==> src/rtl/noc_pkg.sv <==
// noc_pkg: shared NoC flit-type codes, output port indices and requester FSM states
package noc_pkg;
  localparam int OUT_N = 5;
  localparam int SEL_W = $clog2(OUT_N);
  localparam logic [1:0] FLIT_BODY      = 2'b00;
  localparam logic [1:0] FLIT_HEAD      = 2'b01;
  localparam logic [1:0] FLIT_TAIL      = 2'b10;
  localparam logic [1:0] FLIT_HEAD_TAIL = 2'b11;
  localparam logic [SEL_W-1:0] PORT_LOCAL = SEL_W'(0);
  localparam logic [SEL_W-1:0] PORT_NORTH = SEL_W'(1);
  localparam logic [SEL_W-1:0] PORT_EAST  = SEL_W'(2);
  localparam logic [SEL_W-1:0] PORT_SOUTH = SEL_W'(3);
  localparam logic [SEL_W-1:0] PORT_WEST  = SEL_W'(4);
  typedef enum logic [1:0] {IDLE, REQ, XFER} req_state_e;
endpackage

==> src/rtl/xy_route.sv <==
// xy_route: XY dimension-order route; dest_x/dest_y + router_x/router_y in, output port index out
module xy_route
  import noc_pkg::*;
#(
  parameter int COORD_W = 2
) (
  input  logic [COORD_W-1:0] dest_x,
  input  logic [COORD_W-1:0] dest_y,
  input  logic [COORD_W-1:0] router_x,
  input  logic [COORD_W-1:0] router_y,
  output logic [SEL_W-1:0]   port
);
  assign port = dest_x > router_x ? PORT_EAST  :
                dest_x < router_x ? PORT_WEST  :
                dest_y > router_y ? PORT_NORTH :
                dest_y < router_y ? PORT_SOUTH : PORT_LOCAL;
endmodule

==> src/rtl/noc_input_requester.sv <==
// noc_input_requester: input-port packet requester; FIFO flit in, one-hot req/lock to arbiters, flit to crossbar, sel/err status out
module noc_input_requester #(
  parameter int FLIT_W   = 16,
  parameter int COORD_W  = 2,
  parameter int ROUTER_X = 0,
  parameter int ROUTER_Y = 0,
  parameter int OUT_N    = 5
) (
  input  logic                     clk_i,
  input  logic                     rst_ni,
  input  logic [FLIT_W-1:0]        flit_i,
  input  logic                     flit_valid_i,
  output logic                     flit_ready_o,
  output logic [OUT_N-1:0]         req_o,
  input  logic [OUT_N-1:0]         grant_i,
  output logic [OUT_N-1:0]         lock_o,
  output logic [FLIT_W-1:0]        xbar_flit_o,
  output logic                     xbar_valid_o,
  input  logic [OUT_N-1:0]         out_ready_i,
  output logic [$clog2(OUT_N)-1:0] sel_o,
  output logic                     err_o
);
  import noc_pkg::*;
  localparam int SW = $clog2(OUT_N);
  req_state_e state_q, state_d;
  logic [SW-1:0] sel_q, sel_d;
  logic [SEL_W-1:0] route;
  logic err_q, err_d;
  logic [1:0] ftype;
  logic is_head, is_tail, moved;
  logic [OUT_N-1:0] sel_oh;
  assign ftype   = flit_i[FLIT_W-1 -: 2];
  assign is_head = ftype == FLIT_HEAD || ftype == FLIT_HEAD_TAIL;
  assign is_tail = ftype == FLIT_TAIL || ftype == FLIT_HEAD_TAIL;
  assign moved   = flit_valid_i && out_ready_i[sel_q];
  assign sel_oh  = OUT_N'(1) << sel_q;
  xy_route #(.COORD_W(COORD_W)) u_route (
    .dest_x  (flit_i[COORD_W-1:0]),
    .dest_y  (flit_i[2*COORD_W-1:COORD_W]),
    .router_x(COORD_W'(ROUTER_X)),
    .router_y(COORD_W'(ROUTER_Y)),
    .port    (route)
  );
  always_comb begin
    state_d      = state_q;
    sel_d        = sel_q;
    err_d        = 1'b0;
    req_o        = '0;
    lock_o       = '0;
    xbar_flit_o  = '0;
    xbar_valid_o = 1'b0;
    flit_ready_o = 1'b0;
    unique case (state_q)
      IDLE: begin
        sel_d   = flit_valid_i && is_head ? SW'(route) : sel_q;
        state_d = flit_valid_i && is_head ? REQ : IDLE;
        // orphan BODY/TAIL is popped and dropped; the pop is gated so reset never consumes a flit
        flit_ready_o = flit_valid_i && !is_head && rst_ni;
        err_d        = flit_valid_i && !is_head;
      end
      REQ: begin
        req_o   = sel_oh;
        state_d = grant_i[sel_q] ? XFER : REQ;
      end
      XFER: begin
        lock_o       = sel_oh;
        xbar_flit_o  = flit_i;
        xbar_valid_o = flit_valid_i;
        flit_ready_o = out_ready_i[sel_q];
        state_d      = moved && is_tail ? IDLE : XFER;
      end
      default: state_d = IDLE;
    endcase
  end
  always_ff @(posedge clk_i or negedge rst_ni) begin
    if (!rst_ni) begin
      state_q <= IDLE;
      sel_q   <= '0;
      err_q   <= 1'b0;
    end else begin
      state_q <= state_d;
      sel_q   <= sel_d;
      err_q   <= err_d;
    end
  end
  assign sel_o = sel_q;
  assign err_o = err_q;
endmodule
==> config.mk <==
export PLATFORM = sky130hd
export DESIGN_NAME = noc_input_requester
export DESIGN_NICKNAME = d
export VERILOG_FILES = /design/src/rtl/noc_pkg.sv /design/src/rtl/xy_route.sv /design/src/rtl/noc_input_requester.sv
export SDC_FILE = /design/constraint.sdc
export NUM_CORES = 1
export LEC_CHECK = 0
export BUFFER_PORTS_ARGS = -buffer_cell sky130_fd_sc_hd__buf_2
export CAP_MARGIN = 20
export CORE_MARGIN = 1.5
export CORE_UTILIZATION = 33
export DETAILED_ROUTE_END_ITERATION = 6
export HOLD_SLACK_MARGIN = 0.12
export PLACE_DENSITY_LB_ADDON = 0.3
export SYNTH_ARGS = -nofsm -noshare
export SYNTH_HDL_FRONTEND = slang
export SYNTH_HIERARCHICAL = 1
export SYNTH_SLANG_ARGS = --single-unit
==> constraint.sdc <==
create_clock -name clk_i -period 1.3 [get_ports clk_i]
set_clock_uncertainty 0.2 [all_clocks]
set_input_delay 0.13 -clock clk_i [delete_from_list [all_inputs] [get_ports clk_i]]
set_output_delay 0.13 -clock clk_i [all_outputs]
set_load 0.005 [all_outputs]
==> results of run 1 <==
layout by cell type, fill, tap and decap left out, types with 2 or more instances in the layout:
cell,netlist,routed
dlygate4sd3_1,0,2
conb_1,1,4
a21oi_2,1,2
ha_1,4,4
and2_1,17,7
buf_4,0,9
dfrtp_1,6,3
mux2_4,1,5
mux2i_1,2,2
nor3_2,0,3
o21ai_1,2,2
buf_6,1,15
and2_4,0,10
inv_1,6,6
a31oi_1,2,2
nor2_2,0,2
nor2_1,8,6
nand2b_4,0,4
dfrtp_2,0,3
nand2_1,4,3
clkbuf_4,0,3
and2b_2,0,3
buf_2,2,50
critical path, stage by stage (launching register included):
cell and delay (ns):
dfrtp_1 0.39, mux2_4 0.31, nand2_2 0.09, nand3_2 0.08, a22o_1 0.20, buf_2 0.12
cells by family after synthesis:
group	count (synthesis)
mux	7
buf+inv	10
simple gates	47
compound gates	12
fa+ha+maj	4
flops	6
other cells	1
registers in the layout, summed over array words and instances, names as in the netlist:
signal / count
err_o: 1
sel_o: 3
state_q: 2
per-layer routing:
layer / part of all wire [%] / track usage [%]
met3: 4.5 / 4.32
met4: 2.1 / 12.4
met1: 39 / 25.5
met2: 55 / 34.7
met5: 0 / 0
final cells by class:
class                      count  area share, %
multi-input combinational     77           47.1
timing repair buffer          76           36.3
sequential                     6           11.0
tap                           27           2.42
clock buffer                   3           1.61
inverter                       6           1.61
power groups by stage:
| stage | Clock, uW | Sequential (uW) | Combinational, uW |
|---|---|---|---|
| final | 171 | 364 | 1740 |
| after global routing | 189 | 370 | 1850 |
| after CTS | 173 | 358 | 1500 |
| after detailed placement | 0 | 340 | 1130 |
| after global placement | 0 | 334 | 1110 |
| after floorplan | 0 | 350 | 719 |
path summary, 6_finish.rpt:
check / from / endpoint / slack (ns) / cells past startpoint
min reg2reg: state_q[0] / err_o / 0.45 / 2
max reg2reg: state_q[1] / sel_o[0] / -0.31 / 3
max in group asynchronous: rst_ni / sel_o[0] / 0.56 / 2
min in group asynchronous: rst_ni / err_o / 0.11 / 2
min: flit_i[14] / err_o / 0.02 / 3
max: sel_o[2] / flit_ready_o / -0.46 / 5
what timing repair did:
action,CTS,global route
gates cloned,3,0
hold buffers,1,1
gates resized for setup,33,18
setup endpoints to repair,35,36
pin swaps,10,10
buffers inserted,3,2
hold endpoints to repair,8,7
metrics by stage:
stage / worst slack [ns] / instance area (sq um) / std cells / hold slack (ns)
after floorplan: -0.108 / 728 / 90 / -0.366
after global placement: -0.168 / 1100 / 182 / -0.238
after detailed placement: -0.195 / 1100 / 182 / -0.238
after CTS: -0.455 / 1290 / 192 / -0.497
after global routing: -0.516 / 1400 / 195 / 0.0162
final: -0.459 / 1400 / 195 / 0.0210
==> results.ini, run 1 <==
[die]
die_y_um=48.6
die-area_sq_um=2360
core_area_sq_um=1960
die_x_um=48.6
row_count=16
ios=61
start_util_pct=35.0

[timing]
fin_crit_ns=1.76
setup_viol=34
hold_violations=0
finalWorstSetupSlack_ns=-0.459
finalSetupTns_ns=-10.59
final_max_slew_viol_count=0
period_share_pct=135
rsz0062_at_grt=yes
max_freq_ghz=0.569

[power_and_ir_drop]
p_per_area_nw_per_um2=1630
p_sw_uw=911
power_leakage_uw=0.000764
comb_power_share_pct=76.5
p_total_uw=2280
p_int_uw=1370
p_clk_share_pct=7.5
switching_share_pct=40.0
peakVddDrop_uv=849
seqPwrFrac_pct=16.0

[synth]
postSynth.asyncResetShare_pct=100
synth_xor_xnor_area_share_pct=0
postSynthAreaPerCell_sq_um=7.90
synth_area_leader_cell=dfrtp_1
yosysWarnings=6
seq_area_frac_synth_pct=21.9
synth_top_flop_cell=dfrtp_1
yosys.area_share.simple_pct=40.3
synthCells=87
synth_common_cells=and2_1, nor2_1, dfrtp_1, inv_1
synthMuxAreaShare_pct=11.7
synthTopCellsByArea=dfrtp_1, and2_1, ha_1, nor2_1, nand2b_1
synthMostInstantiatedCell=and2_1
synth_top_area_share_pct=21.9
synth_top_family_by_area=simple AND/OR/NAND/NOR gates
synth-edff-count=0
synthAdderAreaFrac_pct=7.29
synth_cell_type_count=35
ys_ff_latch=6
synth.cell_area_sq_um=687
synth-compound-area-share_pct=11.5

[layout]
register_area_sq_um=154
drive_gt1_share_pct=69.6
area_growth_pct=103
antenna_cells=0
fin_util_pct=71.2
fillers=170
nets=203
multiInputGateArea_sq_um=658

[critical_path]
path_class=flip-flop to primary output
required_ns=0.97
arrival_ns=1.43
start_kind=flip-flop
cp-end-kind=primary output
critical_path.max_fanout=2

[flow_run]
drv_cap=0

[route]
final_antenna_net_count=0
wl_um=2620
vias=942
vias_per_cell=4.83
firstDrtPassIters=4
drc=0
drtIter0Drc=14
wl_per_cell_um=13.4

[status]
status=finished with violations
violations=negative setup slack

[global_route]
antenna_found_initial=0
grt_pass1_wl_um=3900
grt_max_degree=14
first_global_vias=886
grt.total_usage_pct=21.2
gr-total-overflow=0

[clock_tree]
clk-insertion-delay-late_ns=0.25
cts_tree=yes
clockRootBuffer=clkbuf_4
htreeDepth=1
clock-sinks=6
clkTransAtPathRegs_ns=0.04
cts_buffers=3
clockBufferDepth=2

[hold_path]
hold_class=input port to flip-flop

[placed_design]
dp_hpwl_um=1660
io_buffers=60
place.gp.congestion=0.739

No activity file was read; power rests on OpenSTA's default activity.
==> inputs of run 2 (changes only) <==
CORE_ASPECT_RATIO = 1.1   (was not set)
CORE_UTILIZATION = 31   (was 33)
SYNTH_HIERARCHICAL = not set   (was 1)
clock period = 1.65 ns   (was 1.3 ns; I/O delays follow)
==> results.ini, run 2 <==
[power_and_ir_drop]
p_clk_share_pct=13.5  ; +6.0 points
peakVddDrop_uv=632  ; -26%
comb_power_share_pct=60.1  ; -16 points
p_sw_uw=409  ; -55%
switching_share_pct=40.1  ; +0.17 points
p_int_uw=611  ; -55%
seqPwrFrac_pct=26.3  ; +10 points
p_per_area_nw_per_um2=1140  ; -30%
power_leakage_uw=0.000519  ; -32%

[synth]
synth_common_cells=and2_1, nor2_1, dfrtp_1
synth_area_leader_cell=dfrtp_1
synth_top_flop_cell=dfrtp_1
postSynth.asyncResetShare_pct=100  ; unchanged
synthMostInstantiatedCell=and2_1
synthCells=63  ; -28%
ys_ff_latch=5  ; -1
synth-edff-count=0  ; unchanged
synth_top_area_share_pct=25.3  ; +3.4 points
seq_area_frac_synth_pct=25.3  ; +3.4 points
yosysWarnings=0  ; -6
postSynthAreaPerCell_sq_um=7.86  ; -0.39%
synthTopCellsByArea=dfrtp_1, and2_1, nor2_1, nand2b_1, buf_4
synth.cell_area_sq_um=495  ; -28%
synth_cell_type_count=24  ; -31%

[die]
start_util_pct=34.5  ; -0.52 points
row_count=14  ; -2
ios=61  ; unchanged
die_y_um=44.9  ; -7.6%
die-area_sq_um=1850  ; -22%
die_x_um=41.1  ; -15%
core_area_sq_um=1440  ; -27%

[placed_design]
io_buffers=55  ; -8.3%
dp_hpwl_um=1170  ; -29%
place.gp.congestion=0.759  ; +2.8%

[layout]
antenna_cells=0  ; unchanged
fin_util_pct=62.3  ; -9.0 points
layout_commonest_cell=buf_2
drive_gt1_share_pct=55.9  ; -14 points
layout_common_cells=buf_2, and2_1, nor2_1
area_growth_pct=80.6
nets=157  ; -23%

[global_route]
grt_max_degree=18  ; +4
antenna_found_initial=0  ; unchanged
grt.total_usage_pct=16.6  ; -4.6 points
gr-total-overflow=0  ; unchanged
first_global_vias=549  ; -38%
grt_pass1_wl_um=2100  ; -46%

[timing]
hold_violations=0  ; unchanged
finalWorstSetupSlack_ns=-0.0665  ; +0.392 ns
period_share_pct=104
max_freq_ghz=0.583
final_max_slew_viol_count=0  ; unchanged
setup_viol=1  ; -97%
hold_slack_ns=0.0797  ; +0.0587 ns
rsz0062_at_grt=yes
fin_crit_ns=1.72

[route]
vias_per_cell=4.76  ; -1.4%
firstDrtPassIters=3  ; -1
vias=681  ; -28%
wl_per_cell_um=11.4  ; -15%
final_antenna_net_count=0  ; unchanged
wl_um=1620  ; -38%
drc=0  ; unchanged
drtIter0Drc=7  ; -7

[clock_tree]
clock-sinks=5  ; -1
htreeDepth=1  ; unchanged
clockRootBuffer=clkbuf_4
cts_buffers=3  ; unchanged
clockBufferDepth=2  ; unchanged
clkTransAtPathRegs_ns=0.05  ; about the same
cts_tree=yes
clk-insertion-delay-late_ns=0.24  ; about the same
cts_hold_buf=4  ; +3

[critical_path]
start_kind=flip-flop
reg2reg_from=state_q[0]
reg2reg_to=err_o
reg2reg_depth=2  ; -1
ff2ff_setup_slack_ns=0.08  ; +0.39 ns
arrival_ns=1.35  ; -0.08 ns
required_ns=1.28  ; +0.31 ns
critical_path.max_fanout=4  ; +2
path_class=flip-flop to primary output
cp-end-kind=primary output

[flow_run]
drv_cap=0  ; unchanged

[hold_path]
hold_class=input port to asynchronous set/reset pin

[status]
status=finished with violations
violations=negative setup slack

run 2: power groups by stage:
| stage | clock network (uW) | logic, uW | registers [uW] |
|---|---|---|---|
| after floorplan | 0 | 353 | 203 |
| after global placement | 0 | 501 | 243 |
| after detailed placement | 0 | 509 | 250 |
| after CTS | 141 | 551 | 249 |
| after global routing | 155 | 673 | 280 |
| final | 138 | 613 | 269 |
run 2: cell families (layout without fill, tap and decap cells):
logic type	count (synthesis)	count (layout)	share of synthesized area (%)
AND/OR/NAND/NOR	40	42	47.0
AO/OA/AOI/OAI	7	7	9.34
buffers and inverters	7	67	9.09
flip-flops	5	5	25.3
multiplexers	3	3	8.59
other	1	3	0.757
run 2: stage by stage:
stage / TNS, ns / cell area, sq um / setup WS (ns) / power [uW] / instances
after floorplan: 0 / 503 / 0.191 / 556 / 65
after global placement: 0 / 764 / 0.116 / 744 / 131
after detailed placement: 0 / 764 / 0.0940 / 759 / 131
after CTS: -0.0559 / 848 / -0.0559 / 940 / 140
after global routing: -0.227 / 895 / -0.117 / 1110 / 143
final: -0.0665 / 895 / -0.0665 / 1020 / 143
run 2: how the worst max path moves through the flow:
stage | from | end | cells after the start
after floorplan | sel_o[0] | state_q[1] | 4
after global placement | sel_o[0] | flit_ready_o | 4
after detailed placement | sel_o[0] | flit_ready_o | 4
after CTS | sel_o[0] | flit_ready_o | 4
after global routing | sel_o[0] | flit_ready_o | 4
final | sel_o[0] | flit_ready_o | 4
run 2: metal layers:
| layer | global-route usage, % | wire length (um) | vias up |
|---|---|---|---|
| met3 | 1.48 | 92 | 0 |
| met5 | 0 | 0 | - |
| met2 | 31.3 | 913 | 30 |
| li1 | - | - | 337 |
| met4 | 5.81 | 0 | 0 |
| met1 | 18.2 | 618 | 314 |
run 2: area by class of cell:
type                       count  area, sq um
clock buffer                   4         26.3
timing repair buffer          62          338
fill                         135          542
sequential                     5          129
inverter                       1         3.75
multi-input combinational     55          378
tap                           16         20.0
run 2: worst max-delay path, stage by stage (launching register included):
cell      delay (ns)
dfrtp_2         0.41
mux2i_2         0.24
nand2b_1        0.08
a32o_1          0.26
buf_2           0.12
run 2: repair_timing:
item | 4_1_cts | 5_1_grt
pin swaps | 1 | 1
resized for setup | 4 | 7
endpoints found under the setup margin | 19 | 21
setup buffers | 1 | 1
cloned | 0 | 2
hold endpoints to repair | 8 | 5
==> inputs of run 3 (changes only) <==
CORE_UTILIZATION = 34   (was 31)
clock period = 2.21 ns   (was 1.65 ns; I/O delays follow)
==> results.ini, run 3 (synthesis results as in run 2) <==
[layout]
antenna_cells=0  ; unchanged
drive_gt1_share_pct=48.0  ; -7.9 points
stdcell_area_sq_um=853  ; -4.6%
layout_common_cells=buf_2, and2_1, nor2_1, dlygate4sd3_1, dfrtp_1
nets=155  ; -1.3%
layout_commonest_cell=buf_2
area_growth_pct=72.2

[die]
ios=61  ; unchanged
core_area_sq_um=1370  ; -4.9%
die_x_um=39.4  ; -4.2%
start_util_pct=36.3  ; +1.8 points
die-area_sq_um=1700  ; -8.2%
die_y_um=43.0  ; -4.2%
row_count=14  ; unchanged

[timing]
final_max_slew_viol_count=0  ; unchanged
hold_slack_ns=0.141  ; +0.0608 ns
setup_viol=0  ; -1
rsz0062_at_grt=no
hold_violations=0  ; unchanged
period_share_pct=91.9
finalSetupTns_ns=0  ; +0.0665 ns
max_freq_ghz=0.492
fin_crit_ns=2.03

[critical_path]
critical_path.max_fanout=3  ; -1
arrival_ns=1.61  ; +0.26 ns
start_kind=input port
required_ns=1.79  ; +0.51 ns
ff2ff_setup_slack_ns=0.49  ; +0.41 ns
path_class=input port to primary output
cp-end-kind=primary output

[route]
final_antenna_net_count=0  ; unchanged
wl_um=1470  ; -9.4%
drc=0  ; unchanged
drtIter0Drc=23  ; +16
firstDrtPassIters=4  ; +1
vias=667  ; -2.1%
wl_per_cell_um=10.4  ; -8.1%
vias_per_cell=4.73  ; -0.67%

[global_route]
grt.total_usage_pct=17.4  ; +0.82 points
gr-total-overflow=0  ; unchanged
grt_pass1_wl_um=2040  ; -2.9%
grt_max_degree=18  ; unchanged
antenna_found_initial=0  ; unchanged
first_global_vias=533  ; -2.9%

[power_and_ir_drop]
p_total_uw=671  ; -34%
p_clk_share_pct=15.2  ; +1.7 points
p_int_uw=399  ; -35%
p_per_area_nw_per_um2=786  ; -31%
seqPwrFrac_pct=27.9  ; +1.6 points
switching_share_pct=40.5  ; +0.33 points
p_sw_uw=271  ; -34%
power_leakage_uw=0.000501  ; -3.5%
comb_power_share_pct=56.9  ; -3.2 points
peakVddDrop_uv=348  ; -45%

[clock_tree]
cts_resized=0  ; -4
clock-sinks=5  ; unchanged
cts_buffers=3  ; unchanged
clockBufferDepth=2  ; unchanged
clkTransAtPathRegs_ns=0.04  ; about the same
clockRootBuffer=clkbuf_4
htreeDepth=1  ; unchanged
post_cts_buffers=0  ; -1
cts_tree=yes
clk-insertion-delay-late_ns=0.23  ; about the same

[flow_run]
drv_cap=0  ; unchanged

[hold_path]
hold_class=input port to asynchronous set/reset pin

[status]
status=completed

[placed_design]
dp_hpwl_um=1070  ; -8.8%
place_area_sq_um=757  ; -0.98%
place.gp.congestion=0.659  ; -13%
io_buffers=55  ; unchanged

[run 3: changes by cell type in the layout (fill, tap and decap cells not counted), sizes merged]
cell         before  now
buf              58   55
and2b             3    1
dlygate4sd3       4    7
[run 3: per-stage QoR]
stage	instances	worst slack, ns	utilization [%]
finish	141	0.179	62.5
global route	141	0.0337	62.5
CTS	141	0.202	62.5
floorplan	65	0.751	-
global placement	130	0.545	55.4
detailed placement	130	0.527	55.4
[run 3: area by class of cell]
type                    count  area [sq um]
repair buffers             62           345
inverters                   1          3.75
multi-input cells          53           333
flip-flops and latches      5           125
clock buffers               4          26.3
well taps                  16          20.0
fillers                   123           513
[run 3: routing by layer]
layer  vias to the layer above  global-route usage [%]  share of wire [%]
li1                        329                       -                  -
met5                         -                       0                  0
met1                       294                    17.7                 36
met4                         0                    8.28               0.68
met3                         2                    3.14                 10
met2                        42                    32.0                 53
[run 3: worst max-delay path, cell delays in order]
cell and delay (ns):
dlygate4sd3_1 0.53, buf_2 0.14, nor4b_1 0.43, a32o_1 0.18, buf_2 0.11
[run 3: timing repair]
item	in CTS	in global routing
endpoints found under the setup margin	0	0
hold buffers	7	0
endpoints found under the hold margin	8	0
[run 3: worst paths after layout]
kind | start | end | depth (start not counted)
setup / recovery | flit_i[14] | flit_ready_o | 5
hold / removal | rst_ni | sel_o[0] | 2
setup reg to reg | state_q[0] | err_o | 2
hold reg to reg | sel_o[1] | sel_o[1] | 2
max in group asynchronous | rst_ni | state_q[1] | 2
min in group clk_i | flit_i[15] | state_q[1] | 4
[run 3: power groups by stage]
stage                     registers, uW  clock network (uW)  logic [uW]
after floorplan                     151                   0         264
after global placement              186                   0         358
after detailed placement            189                   0         364
final                               187                 102         382
after CTS                           188                 105         379
after global routing                196                 115         426
